<file path="src/rtl/uart_tx_serializer.sv">
// rtl/uart_tx_serializer.sv - UART transmit serializer with RTS/CTS line request and programmable baud divider
// Parity bit support is built only when UART_TX_PARITY_EN is defined.
module uart_tx_serializer #(
    parameter int DATA_BITS = 8,
    parameter int DIV_W     = 16
) (
    input  logic                 tck,
    input  logic                 rst,
    input  logic [DATA_BITS-1:0] in_data,
    input  logic                 in_valid,
    output logic                 in_ready,
    input  logic                 tx_enable,
    output logic                 tx_rts_n,
    input  logic                 tx_cts_n,
    output logic                 txd,
    output logic                 busy,
    input  logic [DIV_W-1:0]     cfg_div,
    input  logic                 cfg_parity_en,
    input  logic                 cfg_parity_odd,
    input  logic                 cfg_two_stop
);

    localparam int CNT_W = $clog2(DATA_BITS);

    typedef enum logic [2:0] {
        S_IDLE   = 3'd0,
        S_REQ    = 3'd1,
        S_START  = 3'd2,
        S_DATA   = 3'd3,
`ifdef UART_TX_PARITY_EN
        S_PARITY = 3'd4,
`endif
        S_STOP   = 3'd5
    } state_t;

    state_t                 state_q, state_d;
    logic [DATA_BITS-1:0]   shift_q, shift_d;
    logic [DIV_W-1:0]       div_q, div_d;
    logic [DIV_W-1:0]       baud_q, baud_d;
    logic [CNT_W-1:0]       bit_q, bit_d;
    logic                   two_stop_q, two_stop_d;
    logic                   txd_q, txd_d;
    logic                   rts_n_q, rts_n_d;
    logic                   busy_q, busy_d;
`ifdef UART_TX_PARITY_EN
    logic                   parity_en_q, parity_en_d;
    logic                   parity_q, parity_d;
`else
    logic                   unused_cfg;
    assign unused_cfg = cfg_parity_en ^ cfg_parity_odd;
`endif

    logic accept;
    logic bit_end;
    logic last_data;
    logic last_stop;

    assign in_ready  = (state_q == S_IDLE) && tx_enable;
    assign accept    = in_valid && in_ready;
    assign bit_end   = (baud_q == '0);
    assign last_data = (bit_q == CNT_W'(DATA_BITS - 1));
    assign last_stop = (bit_q == (two_stop_q ? CNT_W'(1) : CNT_W'(0)));

    assign txd      = txd_q;
    assign tx_rts_n = rts_n_q;
    assign busy     = busy_q;

    always_ff @(posedge tck or posedge rst) begin
        if (rst) begin
            state_q <= S_IDLE;
        end else begin
            state_q <= state_d;
        end
    end

    always_comb begin
        state_d = state_q;
        case (state_q)
            S_IDLE:  if (accept) state_d = S_REQ;
            S_REQ:   if (tx_enable && !tx_cts_n) state_d = S_START;
            S_START: if (bit_end) state_d = S_DATA;
            S_DATA: begin
                if (bit_end && last_data) begin
`ifdef UART_TX_PARITY_EN
                    state_d = parity_en_q ? S_PARITY : S_STOP;
`else
                    state_d = S_STOP;
`endif
                end
            end
`ifdef UART_TX_PARITY_EN
            S_PARITY: if (bit_end) state_d = S_STOP;
`endif
            S_STOP:  if (bit_end && last_stop) state_d = S_IDLE;
            default: state_d = S_IDLE;
        endcase
    end

    // Frame parameters are captured at acceptance so later cfg_* changes cannot disturb the frame.
    always_comb begin
        shift_d    = shift_q;
        div_d      = div_q;
        two_stop_d = two_stop_q;
        baud_d     = baud_q;
        bit_d      = bit_q;
`ifdef UART_TX_PARITY_EN
        parity_en_d = parity_en_q;
        parity_d    = parity_q;
`endif
        if (state_q == S_IDLE) begin
            baud_d = '0;
            bit_d  = '0;
            if (accept) begin
                shift_d    = in_data;
                div_d      = cfg_div;
                two_stop_d = cfg_two_stop;
`ifdef UART_TX_PARITY_EN
                parity_en_d = cfg_parity_en;
                parity_d    = (^in_data) ^ cfg_parity_odd;
`endif
            end
        end else if (state_q == S_REQ) begin
            baud_d = div_q;
            bit_d  = '0;
        end else if (bit_end) begin
            baud_d = div_q;
            bit_d  = '0;
            if (state_q == S_DATA && !last_data) begin
                bit_d   = bit_q + CNT_W'(1);
                shift_d = shift_q >> 1;
            end else if (state_q == S_STOP && !last_stop) begin
                bit_d = bit_q + CNT_W'(1);
            end
        end else begin
            baud_d = baud_q - DIV_W'(1);
        end
        if (state_d == S_IDLE) begin
            baud_d = '0;
        end
    end

    // Outputs are decoded from the next state so the pins change on the same edge as the state.
    always_comb begin
        txd_d   = 1'b1;
        rts_n_d = 1'b1;
        busy_d  = 1'b1;
        case (state_d)
            S_IDLE:  busy_d = 1'b0;
            S_REQ:   rts_n_d = !tx_enable;
            S_START: begin
                txd_d   = 1'b0;
                rts_n_d = 1'b0;
            end
            S_DATA: begin
                txd_d   = shift_d[0];
                rts_n_d = 1'b0;
            end
`ifdef UART_TX_PARITY_EN
            S_PARITY: begin
                txd_d   = parity_q;
                rts_n_d = 1'b0;
            end
`endif
            S_STOP:  rts_n_d = 1'b0;
            default: busy_d = 1'b0;
        endcase
    end

    always_ff @(posedge tck or posedge rst) begin
        if (rst) begin
            shift_q    <= '0;
            div_q      <= '0;
            baud_q     <= '0;
            bit_q      <= '0;
            two_stop_q <= 1'b0;
            txd_q      <= 1'b1;
            rts_n_q    <= 1'b1;
            busy_q     <= 1'b0;
`ifdef UART_TX_PARITY_EN
            parity_en_q <= 1'b0;
            parity_q    <= 1'b0;
`endif
        end else begin
            shift_q    <= shift_d;
            div_q      <= div_d;
            baud_q     <= baud_d;
            bit_q      <= bit_d;
            two_stop_q <= two_stop_d;
            txd_q      <= txd_d;
            rts_n_q    <= rts_n_d;
            busy_q     <= busy_d;
`ifdef UART_TX_PARITY_EN
            parity_en_q <= parity_en_d;
            parity_q    <= parity_d;
`endif
        end
    end

endmodule

</file>
<file path="config.mk">
export PLATFORM = sky130hd
export DESIGN_NAME = uart_tx_serializer
export DESIGN_NICKNAME = d
export VERILOG_FILES = /design/src/rtl/uart_tx_serializer.sv
export SDC_FILE = /design/constraint.sdc
export NUM_CORES = 1
export LEC_CHECK = 0
export ABC_AREA = 1
export BUFFER_PORTS_ARGS = -buffer_cell sky130_fd_sc_hd__clkbuf_2
export CORE_MARGIN = 2
export CORE_UTILIZATION = 45
export CTS_CLUSTER_SIZE = 10
export DETAILED_ROUTE_END_ITERATION = 6
export PLACE_DENSITY = 0.69
export SLEW_MARGIN = 20
export SYNTH_ARGS = -nofsm -noshare
export SYNTH_HDL_FRONTEND = slang
export SYNTH_SLANG_ARGS = --single-unit
</file>
<file path="constraint.sdc">
create_clock -name tck -period 2 [get_ports tck]
set_clock_uncertainty 0.2 [all_clocks]
set_input_delay 0.1 -clock tck [delete_from_list [all_inputs] [get_ports tck]]
set_output_delay 0.1 -clock tck [all_outputs]
set_load 0.005 [all_outputs]
</file>
==> Word level (Yosys, flattened, before mapping) <==
Cells that the tools add are included.
{ "word_totals": {"regBits": 50, "inputBits": 32, "output_inout_bits": 4, "wordCells": 69} }
{ "classes": {"addsub": 2, "eq_ne": 12, "mux": 24, "reduce_logical": 21} }
{ "ops": {"columns": ["cell", "n"], "rows": [
  ["$mux 16", 4],
  ["$mux 8", 5],
  ["$mux 3", 10],
  ["$logic_not 16->1", 1],
  ["$sub 16x1->16 const B", 1],
  ["$pmux 3 s5", 1],
  ["$eq 3x2->1 const B", 4],
  ["$eq 3x3->1 const B", 3],
  ["$logic_and 1x1->1", 7],
  ["$eq 3x1->1 const B", 2],
  ["$logic_not 3->1", 2],
  ["$logic_not 1->1", 4],
  ["$ne 2x2->1 const B", 2],
  ["$pmux 1 s2", 2],
  ["$reduce_and 4->1", 1],
  ["$reduce_bool 2->1", 2],
  ["$reduce_or 4->1", 1],
  ["$add 3x1->3 const B", 1],
  ["$eq 3x1->1", 1],
  ["$reduce_bool 3->1", 1],
  ["$reduce_or 3->1", 1],
  ["$mux 1", 2],
  ["$reduce_and 2->1", 1]
]} }

==> Logic depth before layout (Yosys ltp) <==
{ "logic_depth": {"word_depth": 9, "mapped_depth": 12, "depth_no_buf": 11} }

==> Least setup slack after synthesis <==
OpenSTA, ideal clock, no wires.
{ "synth_timing": {"path_kind": "register to register", "startpoint": "register baud_q[0]", "endpoint": "register baud_q[4]", "setup_time_ns": 0.122, "arrival_ns": 1.480, "required_time_ns": 1.678, "setup_slack_ns": 0.198, "stages_incl_launch_ff": 11, "path_buffers": 1, "period_less_slack_ns": 1.802, "cell_sequence": "dfrtp_1 > inv_1 > ha_1 > nand2_2 > nor2_4 > nand3_2 > a21oi_2 > nand2_4 > inv_4 > buf_12 > nor2_2"} }
{ "synth_via": {"elab_chain_cells": 6, "elab_cells_between_ends": 13, "cone_classes": "1 x add/sub; 8 x mux; 4 x reduce/logical"} }
{ "synth_rtl": {"columns": ["item", "line", "source"], "rows": [
  ["start: declaration", "39", "logic [DIV_W-1:0] baud_q, baud_d;"],
  ["start signal: assignment", "186", "baud_q <= baud_d;"],
  ["branches (longest 5 deep; another with $sub 16x1->16)", null, null],
  ["$mux 16 (*)", "137", "if (state_d == S_IDLE) begin"],
  ["net baud_d[4]", "39", null]
]} }
Mark *: on every way through the listed nets, which the timed path passes.
A chain may end at the register's enable or synchronous reset.

==> Final worst setup path <==
{ "layout_timing": {"startpoint": "register baud_q[0]", "endpoint": "register baud_q[15]"} }
Same word-level chain as after synthesis.

==> results.ini <==
[run_status]
status=finished clean

[clock_tree]
cts_buffers=5
cts_max_level=2
cts_root_buf=clkbuf_8
clk_latency_ns=0.31
cts_sinks=50
clockBufferDepth=2
clk_pin_slew_worst_paths_ns=0.10
cts_tree=built

[power_and_ir_drop]
p_comb_share_pct=5.6
powerDensity_nw_per_um2=498
vdd_drop_max_mv=0.334
p_seq_share_pct=58.7
internal-power_w=0.00132
p_sw_w=0.000397
p_leak_nw=1.83
p_clk_share_pct=35.7
p_sw_share_pct=23.1

[timing]
setup_viol=0
max_slew_margin_pct=64.5
timing.final.crit_period_ns=1.88
rsz0062_at_grt=false
timing.hold.ws_ns=0.0195
tightest_slew_ns=0.529
finalHoldViolCount=0
tns_ns=0
period_share_pct=94.1
fmaxAchievable_ghz=0.531
setup_slack_ns=0.118
slew_violations=0

[synth]
synthesis.nets=402
syn-cell-area_sq_um=2770
yosysUniqueCellTypes=32
ys_seq_area_share_pct=45.3
synth_cells=367
yosysWarnings=0
ys_ff_latch=50
syn_area_per_cell_sq_um=7.54

[setup_path]
r2r_start=baud_q[0]
critPathLaunchType=flop
cp-startpoint=baud_q[0]
worstSetupPathType=reg -> reg
worst_ep_required_time_ns=2.00
crit_arrival_ns=1.88
cp-end-kind=flop
crit_fanout=15

[place]
dp_cells=473
gp_congestion=0.870
pre_cts_ws_ns=0.0426
port_buffers=33
hpwl_mm=4.06

[die]
std_cell_rows=28
start_util_pct=46.7
core_area_sq_um=5920
boundaryPins=36
die_h_microns=82.4
die_w_microns=82.4
die-area_sq_um=6790

[drt]
drt_first_pass_iters=4
wl_met3_microns=169
met2_length_mm=2.84
wl_mm=5.93
avgRoutedWirePerCell_microns=11.6
vias_per_cell=4.77
vias=2435
m1WireLength_mm=2.85
antenna_left=0
drcViolationCount=0
drt_iter0_drc=104
maxUsedRoutingLayer=met4

[finish]
fillCellCount=551
nets=469
diodes=0
drive_above_1_share_pct=20.2
syn_to_final_growth_pct=24.9
fin_cells=510

[grt]
grt_max_degree=42
grt_pass1_wl_mm=10.0
grt_pass1_vias=2246
grt-ovfl-total=0
grt_use_total_pct=19.3
antenna_found_initial=0

[worst_hold_path]
holdCritStartpoint=in_valid
hold_path.class=in -> reg

[run]
drv.max_cap_violation_count=0

[registers in the layout, summed over array words and instances, names as in the netlist, 3 cells and up]
name	cells
baud_q	16
div_q	16
shift_q	8
bit_q	3
state_q	3
[stage by stage]
stage / total power [W] / instance area [sq um] / util (%)
CTS: 0.00173 / 3400 / 57.5
global route: 0.00179 / 3450 / 58.3
floorplan: 0.00105 / 2770 / -
global placement: 0.00109 / 3040 / 51.4
finish: 0.00172 / 3450 / 58.3
detailed placement: 0.00109 / 3040 / 51.4
[cell usage in the layout (no fill, tap or decap), types with 3 or more instances in the layout]
master,instances
o211ai_1,4
nand2_1,109
nand2_2,5
nor2_4,3
nor2_1,34
nand4_1,4
buf_4,7
clkbuf_8,5
nor2_2,17
nand2_4,3
inv_1,44
nand3_1,24
dlygate4sd3_1,27
dfrtp_1,48
xnor2_1,3
xor2_1,3
clkbuf_2,33
o21ai_0,18
a21oi_1,19
[synthesized netlist by cell type]
cell	number	area share [%]
dfstp_2	2	1.9
nor2_1	35	4.7
nor2_4	2	0.81
ha_1	3	1.4
buf_12	1	0.72
nand4_1	4	0.90
nand3b_1	1	0.27
o22ai_1	1	0.23
xor2_1	3	0.95
inv_4	1	0.23
nand2_2	7	1.6
nand3_1	24	4.3
nand3_2	1	0.36
nand2_4	2	0.81
inv_1	46	6.2
xnor2_1	3	0.95
and2_1	1	0.23
nand2_1	109	15
nor2_8	1	0.72
a21oi_1	19	3.4
a21oi_2	1	0.32
or2_1	1	0.23
o211ai_1	4	1.1
nor2_2	17	3.8
o21bai_1	1	0.27
clkbuf_1	4	0.54
clkinv_1	1	0.14
buf_2	4	0.72
dfrtp_1	48	43
o21ai_0	18	3.3
buf_6	1	0.41
o21ai_1	1	0.18
[power by group through the flow]
stage | clock, W | sequential, W | combinational (W)
finish | 0.000614 | 0.00101 | 0.0000970
global route | 0.000668 | 0.00101 | 0.000107
CTS | 0.000624 | 0.00101 | 0.0000969
detailed placement | 0 | 0.00103 | 0.0000566
global placement | 0 | 0.00103 | 0.0000561
floorplan | 0 | 0.00103 | 0.0000174
[final timing paths]
kind | slack (ns) | cells past startpoint | end
max | 0.12 | 9 | baud_q[15]
min reg2reg | 0.28 | 2 | shift_q[2]
min in group asynchronous | 0.13 | 3 | div_q[1]
max reg2reg | 0.12 | 9 | baud_q[15]
min | 0.02 | 6 | txd
max in group asynchronous | 0.87 | 4 | tx_rts_n
[repair_timing]
item | CTS | global route
hold endpoints to repair | 75 | 0
hold buffers | 27 | 0
resized for setup | 0 | 9
setup buffers | 0 | 1
setup endpoints to repair | 0 | 25
[kinds of logic (layout without fill, tap and decap cells)]
kind of cell	after synthesis	in the layout	synth area share, %
adders and majority gates	3	3	1.36
AOI/OAI and AO/OA	45	45	8.77
DFF	50	50	45.3
xor gates and xnor gates	6	6	1.90
and+or+nand+nor	205	205	33.7
buffers and inverters	58	126	9.00
[worst max-delay path: stages (launching register included)]
cell and delay [ns]:
dfrtp_1 0.39, inv_1 0.09, ha_2 0.22, nand2_4 0.09, nor2_4 0.14, nand3_2 0.10, a21oi_2 0.22, nand2_4 0.10
inv_6 0.16, nor2_1 0.06
[routing by layer]
metal	up-vias	GRT usage (%)
met5	-	0
met2	36	32.7
li1	1279	-
met3	8	3.59
met1	1112	25.8
met4	0	4.50
[final cells by class]
class	count	area [sq um]	area share [%]
clock inverter	2	17.5	0.507
timing repair inverter	1	7.51	0.217
multi-input combinational	259	1290	37.4
inverter	48	189	5.47
clock buffer	6	72.6	2.10
timing repair buffer	69	528	15.3
tap	75	93.8	2.72
sequential	50	1250	36.3
Power figures use the tool's default switching activity.
